===== src/rtl/pwm_pkg.sv =====
// Shared definitions for the multi-channel PWM: counting modes, counter
// direction and the channel-index width helper.
package pwm_pkg;

    localparam logic MODE_EDGE   = 1'b0;
    localparam logic MODE_CENTER = 1'b1;

    typedef enum logic {DIR_UP, DIR_DOWN} dir_t;

    // Channel select needs at least one bit even for a single channel.
    function automatic int chan_w(input int nch);
        return (nch > 1) ? $clog2(nch) : 1;
    endfunction

endpackage


===== src/rtl/pwm_multi_if.sv =====
// Duty-write port of pwm_multi: valid/ready handshake carrying a channel
// select and a new duty value.
interface pwm_multi_if #(
    parameter int CBITS = 19,
    parameter int NCH   = 4
);
    import pwm_pkg::*;

    localparam int CHW = chan_w(NCH);

    logic             wr_valid;
    logic             wr_ready;
    logic [CHW-1:0]   wr_ch;
    logic [CBITS-1:0] wr_duty;

    modport master (output wr_valid, wr_ch, wr_duty, input wr_ready);
    modport slave  (input wr_valid, wr_ch, wr_duty, output wr_ready);

endinterface


===== src/rtl/pwm_chan.sv =====
// One PWM channel: double-buffered duty (shadow -> active on load) and a
// registered compare against the shared counter with output polarity.
module pwm_chan #(
    parameter int   CBITS = 19,
    parameter logic POL   = 1'b0
) (
    input  logic             clk,
    input  logic             rst,
    input  logic             en,
    input  logic             wr_en,
    input  logic             load,
    input  logic [CBITS-1:0] wr_duty,
    input  logic [CBITS-1:0] cnt,
    output logic             pwm_out
);

    logic [CBITS-1:0] shadow;
    logic [CBITS-1:0] active;

    // load samples the old shadow, so a write in the same cycle waits a period
    always_ff @(posedge clk) begin
        if (rst) begin
            shadow  <= '0;
            active  <= '0;
            pwm_out <= POL;
        end else begin
            if (wr_en)
                shadow <= wr_duty;
            if (load)
                active <= shadow;
            pwm_out <= (en && (cnt < active)) ^ POL;
        end
    end

endmodule


===== src/rtl/pwm_multi.sv =====
// Multi-channel PWM: one shared edge/center-aligned period counter driving
// NCH double-buffered duty comparators, duties written over a valid/ready port.
module pwm_multi
    import pwm_pkg::*;
#(
    parameter int             CBITS = 19,
    parameter int             NCH   = 4,
    parameter logic [NCH-1:0] POL   = {NCH{1'b0}}
) (
    input  logic             clk,
    input  logic             rst,
    input  logic             en,
    input  logic             mode,
    input  logic [CBITS-1:0] period,
    pwm_multi_if.slave       wr,
    output logic [NCH-1:0]   pwm_out,
    output logic             period_start
);

    localparam int CHW = chan_w(NCH);

    logic [CBITS-1:0] cnt;
    logic [CBITS-1:0] per_act;
    logic             mode_act;
    dir_t             dir;
    logic             term;
    logic             load;
    logic             wr_acc;

    // per_act==1 in center mode never sees dir==DOWN at cnt==1, so it is
    // treated as terminal directly (sequence 0,1).
    always_comb begin
        term = 1'b0;
        if (per_act == '0)
            term = 1'b1;
        else if (mode_act == MODE_EDGE)
            term = (cnt == per_act);
        else
            term = (cnt == CBITS'(1)) && ((dir == DIR_DOWN) || (per_act == CBITS'(1)));
    end

    assign load   = !en || term;
    assign wr_acc = wr.wr_valid && wr.wr_ready;

    always_ff @(posedge clk) begin
        if (rst) begin
            cnt          <= '0;
            dir          <= DIR_UP;
            per_act      <= '0;
            mode_act     <= MODE_EDGE;
            period_start <= 1'b0;
            wr.wr_ready  <= 1'b0;
        end else begin
            wr.wr_ready  <= 1'b1;
            // cnt==0 only ever occurs on the first cycle of a period
            period_start <= en && (cnt == '0);
            if (load) begin
                cnt      <= '0;
                dir      <= DIR_UP;
                per_act  <= period;
                mode_act <= mode;
            end else if ((mode_act == MODE_CENTER) &&
                         ((dir == DIR_DOWN) || (cnt == per_act))) begin
                dir <= DIR_DOWN;
                cnt <= cnt - CBITS'(1);
            end else begin
                cnt <= cnt + CBITS'(1);
            end
        end
    end

    // Out-of-range channel codes match no instance and are dropped.
    for (genvar i = 0; i < NCH; i++) begin : g_ch
        pwm_chan #(
            .CBITS (CBITS),
            .POL   (POL[i])
        ) u_chan (
            .clk     (clk),
            .rst     (rst),
            .en      (en),
            .wr_en   (wr_acc && (wr.wr_ch == CHW'(i))),
            .load    (load),
            .wr_duty (wr.wr_duty),
            .cnt     (cnt),
            .pwm_out (pwm_out[i])
        );
    end

endmodule

===== src/flat_wrapper.sv =====
// flat-port wrapper written by rule: the top's interface ports become plain ports
module pwm_multi_flat import pwm_pkg::*;
#(
    parameter int             CBITS = 19,
    parameter int             NCH   = 4,
    parameter logic [NCH-1:0] POL   = {NCH{1'b0}}
)
  (clk, rst, en, mode, period, pwm_out, period_start, wr_wr_valid, wr_wr_ch, wr_wr_duty, wr_wr_ready);
  pwm_multi_if #(.CBITS(CBITS), .NCH(NCH)) wr_i ();
  input  logic clk;
  input  logic rst;
  input  logic en;
  input  logic mode;
  input  logic [CBITS-1:0] period;
  output logic [NCH-1:0] pwm_out;
  output logic period_start;
  input wire logic [$bits(wr_i.wr_valid)-1:0] wr_wr_valid;
  input wire logic [$bits(wr_i.wr_ch)-1:0] wr_wr_ch;
  input wire logic [$bits(wr_i.wr_duty)-1:0] wr_wr_duty;
  output wire logic [$bits(wr_i.wr_ready)-1:0] wr_wr_ready;
  assign wr_i.wr_valid = wr_wr_valid;
  assign wr_i.wr_ch = wr_wr_ch;
  assign wr_i.wr_duty = wr_wr_duty;
  assign wr_wr_ready = wr_i.wr_ready;
  pwm_multi #(.CBITS(CBITS), .NCH(NCH), .POL(POL)) u_core (.clk(clk), .rst(rst), .en(en), .mode(mode), .period(period), .wr(wr_i), .pwm_out(pwm_out), .period_start(period_start));
endmodule

===== config.mk =====
export PLATFORM = sky130hd
export DESIGN_NAME = pwm_multi_flat
export DESIGN_NICKNAME = d
export VERILOG_FILES = /design/src/rtl/pwm_pkg.sv /design/src/rtl/pwm_multi_if.sv /design/src/rtl/pwm_chan.sv /design/src/rtl/pwm_multi.sv /design/src/flat_wrapper.sv
export SDC_FILE = /design/constraint.sdc
export NUM_CORES = 1
export LEC_CHECK = 0
export ABC_AREA = 1
export CORE_MARGIN = 8
export CORE_UTILIZATION = 30
export DETAILED_ROUTE_END_ITERATION = 6
export PLACE_DENSITY = 0.49
export SETUP_SLACK_MARGIN = 0.02
export SLEW_MARGIN = 30
export SYNTH_ARGS = -nofsm -noshare
export SYNTH_HDL_FRONTEND = slang
export SYNTH_HIERARCHICAL = 1
export SYNTH_SLANG_ARGS = --single-unit

===== constraint.sdc =====
create_clock -name clk -period 3.2 [get_ports clk]
set_input_delay 0.96 -clock clk [delete_from_list [all_inputs] [get_ports clk]]
set_output_delay 0.96 -clock clk [all_outputs]
set_load 0.01 [all_outputs]

==> metrics.txt, run 1 <==
# TYPE chip_impl_metric gauge
chip_impl_metric{name="worst_ep_required_time",unit="ns"} 3.52
chip_impl_metric{name="grt_util_all_layers",unit="%"} 15.1
chip_impl_info{name="min_delay_worst_endpoint",value="u_core/g_ch[1].u_chan/active[0]"} 1
chip_impl_metric{name="synth-adder-area-share",unit="%"} 9.30
chip_impl_metric{name="num-nets-final",unit=""} 1598
chip_impl_metric{name="place_inst",unit=""} 1906
chip_impl_metric{name="cts.repair_timing.setup_buffer_count",unit=""} 0
chip_impl_metric{name="clk_pin_slew",unit="ns"} 0.08
chip_impl_metric{name="final_routed_wirelength",unit="mm"} 30.8
chip_impl_metric{name="yosys-mux-area-fraction",unit="%"} 0
chip_impl_metric{name="finalSetupViolCount",unit=""} 0
chip_impl_metric{name="syn_inst",unit=""} 1435
chip_impl_info{name="cts_tree",value="built"} 1
chip_impl_metric{name="synth_xor_xnor_area_share",unit="%"} 2.66
chip_impl_info{name="critical_path.endpoint_type",value="flop"} 1
chip_impl_metric{name="layout-drive-gt1-share",unit="%"} 6.91
chip_impl_metric{name="final_standard_cell_count_with_taps_included_and_fillers_excluded",unit=""} 1938
chip_impl_info{name="rsz0062_at_grt",value="no"} 1
chip_impl_metric{name="ir_worst_vdd",unit="mV"} 0.439
chip_impl_metric{name="io-pin-count",unit=""} 51
chip_impl_metric{name="number_of_antenna_violations_at_the_first_check_in_global_routing",unit=""} 0
chip_impl_metric{name="clock_insertion_delay_worst_skew",unit="ns"} 0.44
chip_impl_metric{name="layout.area.seq",unit="um2"} 3960
chip_impl_metric{name="fin_crit_sh",unit="%"} 80.3
chip_impl_metric{name="synth-warning-count",unit=""} 6
chip_impl_metric{name="hold_violations",unit=""} 0
chip_impl_metric{name="place_hpwl",unit="mm"} 21.6
chip_impl_metric{name="rows",unit=""} 67
chip_impl_metric{name="synth_compound_area_share",unit="%"} 15.0
chip_impl_info{name="synth_top_family_by_area",value="simple AND/OR/NAND/NOR gates"} 1
chip_impl_metric{name="coreArea",unit="um2"} 33500
chip_impl_metric{name="global_route.overflow_total",unit=""} 0
chip_impl_info{name="result_of_the_run",value="finished clean"} 1
chip_impl_metric{name="simple_gate_share_of_the_synthesized_area",unit="%"} 23.5
chip_impl_metric{name="cts.hold.buffers_added",unit=""} 0
chip_impl_metric{name="synth_fp_nets",unit=""} 1556
chip_impl_metric{name="number_of_levels_in_the_clock_h_tree",unit=""} 4
chip_impl_metric{name="fill_cells",unit=""} 3676
chip_impl_metric{name="detailedRoute.firstIterationViolations",unit=""} 566
chip_impl_metric{name="power.static_leakage",unit="nW"} 5.30
chip_impl_metric{name="max_clock_freq",unit="MHz"} 389
chip_impl_metric{name="place.gp.congestion",unit=""} 0.813
chip_impl_metric{name="ys_types",unit=""} 27
chip_impl_metric{name="grt_first_pass_wirelength",unit="mm"} 47.7
chip_impl_metric{name="r2r_setup_slack",unit="ns"} 0.63
chip_impl_info{name="start_kind",value="flop"} 1
chip_impl_metric{name="wl_met3",unit="mm"} 1.53
chip_impl_metric{name="route.antenna.remaining_nets",unit=""} 0
chip_impl_metric{name="routed-via-count",unit=""} 8938
chip_impl_metric{name="grt_max_degree",unit=""} 42
chip_impl_metric{name="area_growth",unit="%"} 15.2
chip_impl_metric{name="cts_inserted_buffers",unit=""} 17
chip_impl_metric{name="initial_core_util",unit="%"} 30.5
chip_impl_metric{name="slew_headroom",unit="%"} 50.6
chip_impl_info{name="critical_path_class",value="flop to flop"} 1
chip_impl_metric{name="synth_sequential_area_ratio",unit="%"} 38.8
chip_impl_metric{name="timing.clock.skew",unit="ns"} 0.0179
chip_impl_metric{name="power.density",unit="nW/um2"} 472
chip_impl_metric{name="wl_per_cell",unit="um"} 15.9
chip_impl_metric{name="multi_input_comb_area",unit="um2"} 5190
chip_impl_metric{name="max-clock-path-buffers",unit=""} 2
chip_impl_metric{name="drc_violations",unit=""} 0
chip_impl_metric{name="detailed_router_iteration_count_before_antenna_repair",unit=""} 5
chip_impl_metric{name="arrival",unit="ns"} 2.88
chip_impl_metric{name="synth_seq_cells",unit=""} 198
chip_impl_metric{name="detail_route.wirelength.met1",unit="mm"} 16.1
chip_impl_metric{name="shortest_clock_period_the_worst_path_allows_after_layout",unit="ns"} 2.57
chip_impl_info{name="most-common-layout-cells",value="251 x sky130_fd_sc_hd__nand2_1, 244 x sky130_fd_sc_hd__nor2_1, 198 x sky130_fd_sc_hd__dfxtp_1, 153 x sky130_fd_sc_hd__inv_1, 140 x sky130_fd_sc_hd__o21ai_0"} 1
chip_impl_metric{name="diodes",unit=""} 0
chip_impl_info{name="class_of_the_most_critical_hold_timing_path",value="flop to flop"} 1
chip_impl_info{name="top_layer_used",value="met4"} 1
chip_impl_info{name="critical_path.reg2reg.startpoint",value="u_core/cnt[10]"} 1
chip_impl_metric{name="wl_met2",unit="mm"} 12.8
chip_impl_metric{name="die_height",unit="um"} 201
chip_impl_metric{name="port_buffers",unit=""} 50
chip_impl_metric{name="post_cts.resized_instances",unit=""} 0
chip_impl_metric{name="synth.cell_area",unit="um2"} 10200
chip_impl_metric{name="finalMaxSlewViolations",unit=""} 0
chip_impl_info{name="critical_path.reg2reg.endpoint",value="u_core/g_ch[2].u_chan/active[14]"} 1
chip_impl_metric{name="path_max_fanout",unit=""} 38
chip_impl_metric{name="worst_slew_pin_slew",unit="ns"} 0.740
chip_impl_metric{name="dieArea",unit="um2"} 40300
chip_impl_metric{name="whs_path_depth",unit=""} 2
chip_impl_metric{name="clkSinkCount",unit=""} 198
chip_impl_metric{name="timing.reg2reg.worst_path_depth",unit=""} 12
chip_impl_metric{name="pre_cts_slack",unit="ns"} 0.497
chip_impl_info{name="clockRootBuffer",value="sky130_fd_sc_hd__clkbuf_16"} 1
chip_impl_metric{name="die_width",unit="um"} 201
chip_impl_info{name="crit_start",value="u_core/cnt[10]"} 1
chip_impl_metric{name="first_global_vias",unit=""} 8211
chip_impl_metric{name="setup_ws",unit="ns"} 0.632
chip_impl_metric{name="synthesis.area_per_instance",unit="um2"} 7.13
chip_impl_info{name="final_common_cell",value="sky130_fd_sc_hd__nand2_1"} 1
chip_impl_metric{name="avgViaCountPerCell",unit=""} 4.61
chip_impl_metric{name="cap_violations",unit=""} 0
chip_impl_info{name="hp-start",value="u_core/g_ch[1].u_chan/active[0]"} 1
chip_impl_metric{name="tns",unit="ns"} 0
==> per-stage QoR <==
step	instance area [um2]	utilization (%)	hold WS (ns)	total power, mW
finish	11800	35.1	0.461	5.56
CTS	11800	35.1	0.460	5.64
global route	11800	35.1	0.474	5.84
detailed placement	11200	33.3	0.449	3.31
global placement	11200	33.3	0.447	3.30
floorplan	10200	-	0.433	3.09
==> worst max-delay path, stage by stage (launching register included) <==
cell and delay, ns:
sky130_fd_sc_hd__dfxtp_1 0.45, sky130_fd_sc_hd__buf_4 0.25, sky130_fd_sc_hd__nor2_1 0.17, sky130_fd_sc_hd__nand2_1 0.11, sky130_fd_sc_hd__nor2_1 0.16, sky130_fd_sc_hd__nand2_1 0.09, sky130_fd_sc_hd__nor2_1 0.28, sky130_fd_sc_hd__a21oi_4 0.09
sky130_fd_sc_hd__nand2_1 0.22, sky130_fd_sc_hd__inv_1 0.07, sky130_fd_sc_hd__buf_4 0.24, sky130_fd_sc_hd__o21ai_0 0.23, sky130_fd_sc_hd__a21oi_1 0.06
==> cells by family after synthesis <==
logic type | Yosys count
XOR/XNOR | 31
AO/OA/AOI/OAI | 300
buffers and inverters | 236
AND/OR/NAND/NOR | 594
flip-flops | 198
adder cells (fa/ha/maj) | 76
==> cell usage after synthesis (all sizes together) <==
| master | count | area share (%) |
|---|---|---|
| a21o | 4 | 0.29 |
| a21oi | 140 | 6.9 |
| buf | 54 | 4.0 |
| clkbuf | 12 | 0.44 |
| dfxtp | 198 | 39 |
| ha | 76 | 9.3 |
| inv | 170 | 6.3 |
| nand2 | 253 | 9.4 |
| nand3 | 58 | 2.9 |
| nand4 | 14 | 0.92 |
| nor2 | 250 | 9.4 |
| nor3 | 19 | 0.93 |
| o211ai | 4 | 0.29 |
| o21ai | 152 | 7.4 |
| xnor2 | 1 | 0.086 |
| xor2 | 30 | 2.6 |
==> metal layers <==
metal	track usage, %	vias up
met1	22.1	4028
met2	22.6	185
li1	-	4700
met5	0	-
met3	2.74	25
met4	3.42	0
==> layout make-up <==
cell class	instances	share of cell area, %
multi-input combinational	1001	44.0
sequential	198	33.6
timing repair buffer	89	6.73
inverter	170	5.50
tap	448	4.76
clock buffer	19	3.76
clock inverter	13	1.61
==> state kept, by name (all words and copies together) (netlist names) <==
| register | count |
|---|---|
| u_core/wr.wr_ready | 1 |
| u_core/period_start | 1 |
| u_core/g_ch.u_chan/active | 76 |
| u_core/cnt | 19 |
| u_core/mode_act | 1 |
| u_core/per_act | 19 |
| u_core/g_ch.u_chan/shadow | 76 |
| u_core/dir | 1 |
| u_core/g_ch.u_chan/pwm_out | 4 |
==> worst max path at each step <==
| stage | slack, ns | cells after the start | to |
|---|---|---|---|
| 3_5_place_dp | 0.50 | 6 | u_core/g_ch[1].u_chan/shadow[7] |
| 4_1_cts | 0.66 | 12 | u_core/g_ch[2].u_chan/active[14] |
| 2_1_floorplan | 1.14 | 8 | u_core/g_ch[0].u_chan/active[10] |
| 6_report | 0.63 | 12 | u_core/g_ch[2].u_chan/active[14] |
| 5_1_grt | 0.45 | 12 | u_core/g_ch[1].u_chan/active[5] |
| 3_3_place_gp | 0.51 | 7 | u_core/cnt[12] |
==> report_power, final <==
part           internal (mW)  switching (mW)  total, mW
combinational          0.229           0.399      0.628
sequential              2.58          0.0448       2.62
clock                   1.22            1.09       2.31
total                   4.03            1.53       5.56
No activity file was read; power rests on OpenSTA's default activity.
==> run 2: changes to the inputs <==
--- a/config.mk
+++ b/config.mk
@@ -9,7 +9,7 @@
 export CORE_MARGIN = 8
 export CORE_UTILIZATION = 30
 export DETAILED_ROUTE_END_ITERATION = 6
-export PLACE_DENSITY = 0.49
+export PLACE_DENSITY = 0.5
 export SETUP_SLACK_MARGIN = 0.02
 export SLEW_MARGIN = 30
 export SYNTH_ARGS = -nofsm -noshare
==> constraint.sdc (replaced) <==
create_clock -name clk -period 2.18 [get_ports clk]
set_input_delay 0.654 -clock clk [delete_from_list [all_inputs] [get_ports clk]]
set_output_delay 0.654 -clock clk [all_outputs]
set_load 0.01 [all_outputs]
==> run 2 against run 1 <==
  * Flip-flop and latch count stayed put
  * Largest cell class unchanged
  * First-iteration DRC count fell by 5.3%
  * Sequential power rose by 47%
  * Critical path depth decreased by 1
  * Register-to-register slack got worse by 0.44 ns
  * Maximum frequency rose by 29%
  * Highest routed layer unchanged
  * Total power is 46% higher
  * Count of clock-buffer cells in the layout fell by 2
==> metrics.txt, run 2 (synthesis gave the netlist of run 1 again) <==
# TYPE chip_impl_metric gauge
chip_impl_metric{name="worst_slew_pin_slew",unit="ns"} 0.487
chip_impl_metric{name="power.static_leakage",unit="nW"} 5.47
chip_impl_metric{name="initial_core_util",unit="%"} 30.5
chip_impl_metric{name="max_clock_freq",unit="MHz"} 503
chip_impl_metric{name="io-pin-count",unit=""} 51
chip_impl_metric{name="drc_violations",unit=""} 0
chip_impl_metric{name="grt_first_pass_wirelength",unit="mm"} 46.3
chip_impl_metric{name="num-nets-final",unit=""} 1624
chip_impl_metric{name="tns",unit="ns"} 0
chip_impl_info{name="class_of_the_most_critical_hold_timing_path",value="flop to flop"} 1
chip_impl_metric{name="area_growth",unit="%"} 18.3
chip_impl_metric{name="avgViaCountPerCell",unit=""} 4.56
chip_impl_metric{name="timing.reg2reg.worst_path_depth",unit=""} 11
chip_impl_metric{name="grt_max_degree",unit=""} 41
chip_impl_metric{name="place.gp.congestion",unit=""} 0.837
chip_impl_info{name="top_regs",value="u_core/g_ch.u_chan/active (76), u_core/g_ch.u_chan/shadow (76)"} 1
chip_impl_metric{name="layout-drive-gt1-share",unit="%"} 9.11
chip_impl_metric{name="slew_headroom",unit="%"} 67.3
chip_impl_info{name="result_of_the_run",value="finished clean"} 1
chip_impl_info{name="rsz0062_at_grt",value="no"} 1
chip_impl_metric{name="power.density",unit="nW/um2"} 669
chip_impl_metric{name="shortest_clock_period_the_worst_path_allows_after_layout",unit="ns"} 1.99
chip_impl_metric{name="cts.repair_timing.setup_buffer_count",unit=""} 0
chip_impl_metric{name="port_buffers",unit=""} 50
chip_impl_metric{name="cts_inserted_buffers",unit=""} 17
chip_impl_metric{name="first_global_vias",unit=""} 8414
chip_impl_metric{name="coreArea",unit="um2"} 33500
chip_impl_metric{name="fin_crit_sh",unit="%"} 91.1
chip_impl_metric{name="use_met2",unit="%"} 23.5
chip_impl_metric{name="clock_insertion_delay_worst_skew",unit="ns"} 0.44
chip_impl_metric{name="detailedRoute.firstIterationViolations",unit=""} 536
chip_impl_info{name="most-common-layout-cells",value="250 x sky130_fd_sc_hd__nand2_1, 242 x sky130_fd_sc_hd__nor2_1, 193 x sky130_fd_sc_hd__dfxtp_1, 152 x sky130_fd_sc_hd__inv_1, 139 x sky130_fd_sc_hd__o21ai_0"} 1
chip_impl_metric{name="route.antenna.remaining_nets",unit=""} 0
chip_impl_info{name="critical_path_class",value="flop to flop"} 1
chip_impl_metric{name="whs_path_depth",unit=""} 2
chip_impl_metric{name="arrival",unit="ns"} 2.31
chip_impl_metric{name="diodes",unit=""} 0
chip_impl_metric{name="cts.hold.buffers_added",unit=""} 0
chip_impl_metric{name="path_max_fanout",unit=""} 34
chip_impl_metric{name="die_width",unit="um"} 201
chip_impl_metric{name="globalRouteMet1Util",unit="%"} 19.5
chip_impl_metric{name="grt_util_all_layers",unit="%"} 14.4
chip_impl_info{name="critical_path.endpoint_type",value="flop"} 1
chip_impl_metric{name="die_height",unit="um"} 201
chip_impl_metric{name="max-clock-path-buffers",unit=""} 2
chip_impl_metric{name="detailed_router_iteration_count_before_antenna_repair",unit=""} 4
chip_impl_metric{name="number_of_levels_in_the_clock_h_tree",unit=""} 4
chip_impl_metric{name="ir_worst_vdd",unit="mV"} 0.548
chip_impl_metric{name="finalSetupViolCount",unit=""} 0
chip_impl_metric{name="finalMaxSlewViolations",unit=""} 0
chip_impl_metric{name="wl_per_cell",unit="um"} 14.7
chip_impl_info{name="final_common_cell",value="sky130_fd_sc_hd__nand2_1"} 1
chip_impl_metric{name="hold_violations",unit=""} 0
chip_impl_metric{name="place_hpwl",unit="mm"} 21.0
chip_impl_info{name="cts_tree",value="built"} 1
chip_impl_metric{name="clk_pin_slew",unit="ns"} 0.08
chip_impl_metric{name="routed-via-count",unit=""} 8948
chip_impl_metric{name="cap_violations",unit=""} 0
chip_impl_metric{name="groute.layer.met3.usage",unit="%"} 2.26
chip_impl_metric{name="rows",unit=""} 67
chip_impl_metric{name="dieArea",unit="um2"} 40300
chip_impl_info{name="clockRootBuffer",value="sky130_fd_sc_hd__clkbuf_16"} 1
chip_impl_metric{name="final_routed_wirelength",unit="mm"} 28.9
chip_impl_metric{name="final_standard_cell_count_with_taps_included_and_fillers_excluded",unit=""} 1963
chip_impl_info{name="busiest_layer",value="met2"} 1
chip_impl_info{name="start_kind",value="flop"} 1
chip_impl_metric{name="timing.clock.skew",unit="ns"} 0.0139
chip_impl_metric{name="place_inst",unit=""} 1932
chip_impl_metric{name="clkSinkCount",unit=""} 198
chip_impl_metric{name="totalPowerFinal",unit="mW"} 8.10
chip_impl_metric{name="global_route.overflow_total",unit=""} 0
chip_impl_metric{name="number_of_antenna_violations_at_the_first_check_in_global_routing",unit=""} 0
chip_impl_metric{name="worst_ep_required_time",unit="ns"} 2.50
==> run 2: final cells by class <==
cell class | count | area (um2)
Inverter | 170 | 648
Clock buffer | 17 | 425
Multi-Input combinational cell | 1001 | 5190
Clock inverter | 14 | 185
Tap cell | 448 | 561
Fill cell | 3615 | 21400
Timing Repair Buffer | 115 | 1130
Sequential cell | 198 | 3970
==> run 2: what timing repair did <==
item | in CTS | in global routing
pin swaps | 0 | 0
setup endpoints to repair | 3 | 96
resized for setup | 1 | 9
==> run 2: power breakdown <==
part | internal (mW) | switching (mW)
Sequential | 3.78 | 0.0660
Clock | 1.65 | 1.63
Combinational | 0.380 | 0.587
==> run 2: path summary, 6_finish.rpt <==
path,slack (ns),end,startpoint
setup reg to reg,0.19,u_core/g_ch[2].u_chan/active[7],u_core/cnt[14]
hold / removal,0.46,u_core/g_ch[1].u_chan/active[0],u_core/g_ch[1].u_chan/active[0]
setup / recovery,0.19,u_core/g_ch[2].u_chan/active[7],u_core/cnt[14]
hold reg to reg,0.46,u_core/g_ch[1].u_chan/active[0],u_core/g_ch[1].u_chan/active[0]
==> run 2: worst max-delay path, stage by stage, from the launching register on <==
cell                      delay (ns)
sky130_fd_sc_hd__dfxtp_1        0.35
sky130_fd_sc_hd__nor2_1         0.21
sky130_fd_sc_hd__nand2_1        0.08
sky130_fd_sc_hd__nor2_1         0.16
sky130_fd_sc_hd__nand2_1        0.12
sky130_fd_sc_hd__nor2_2         0.17
sky130_fd_sc_hd__a21oi_2        0.09
sky130_fd_sc_hd__nand2_2        0.15
sky130_fd_sc_hd__inv_1          0.10
sky130_fd_sc_hd__buf_12         0.17
sky130_fd_sc_hd__o21ai_0        0.21
sky130_fd_sc_hd__a21oi_1        0.06
==> run 2: stage by stage <==
stage | setup WS [ns] | area (um2) | hold slack, ns | utilization, %
final | 0.193 | 12100 | 0.459 | 36.1
after global routing | 0.0224 | 12100 | 0.475 | 36.1
after CTS | 0.0791 | 12100 | 0.464 | 36.1
after detailed placement | -0.0507 | 11500 | 0.452 | 34.2
after global placement | -0.0362 | 11500 | 0.449 | 34.2
after floorplan | 0.124 | 10200 | 0.433 | -
==> run 2: layer usage <==
metal | wire length (um) | up-vias
met1 | 14700 | 4026
met5 | 0 | -
met4 | 402 | 0
li1 | - | 4755
met2 | 13000 | 139
met3 | 921 | 28
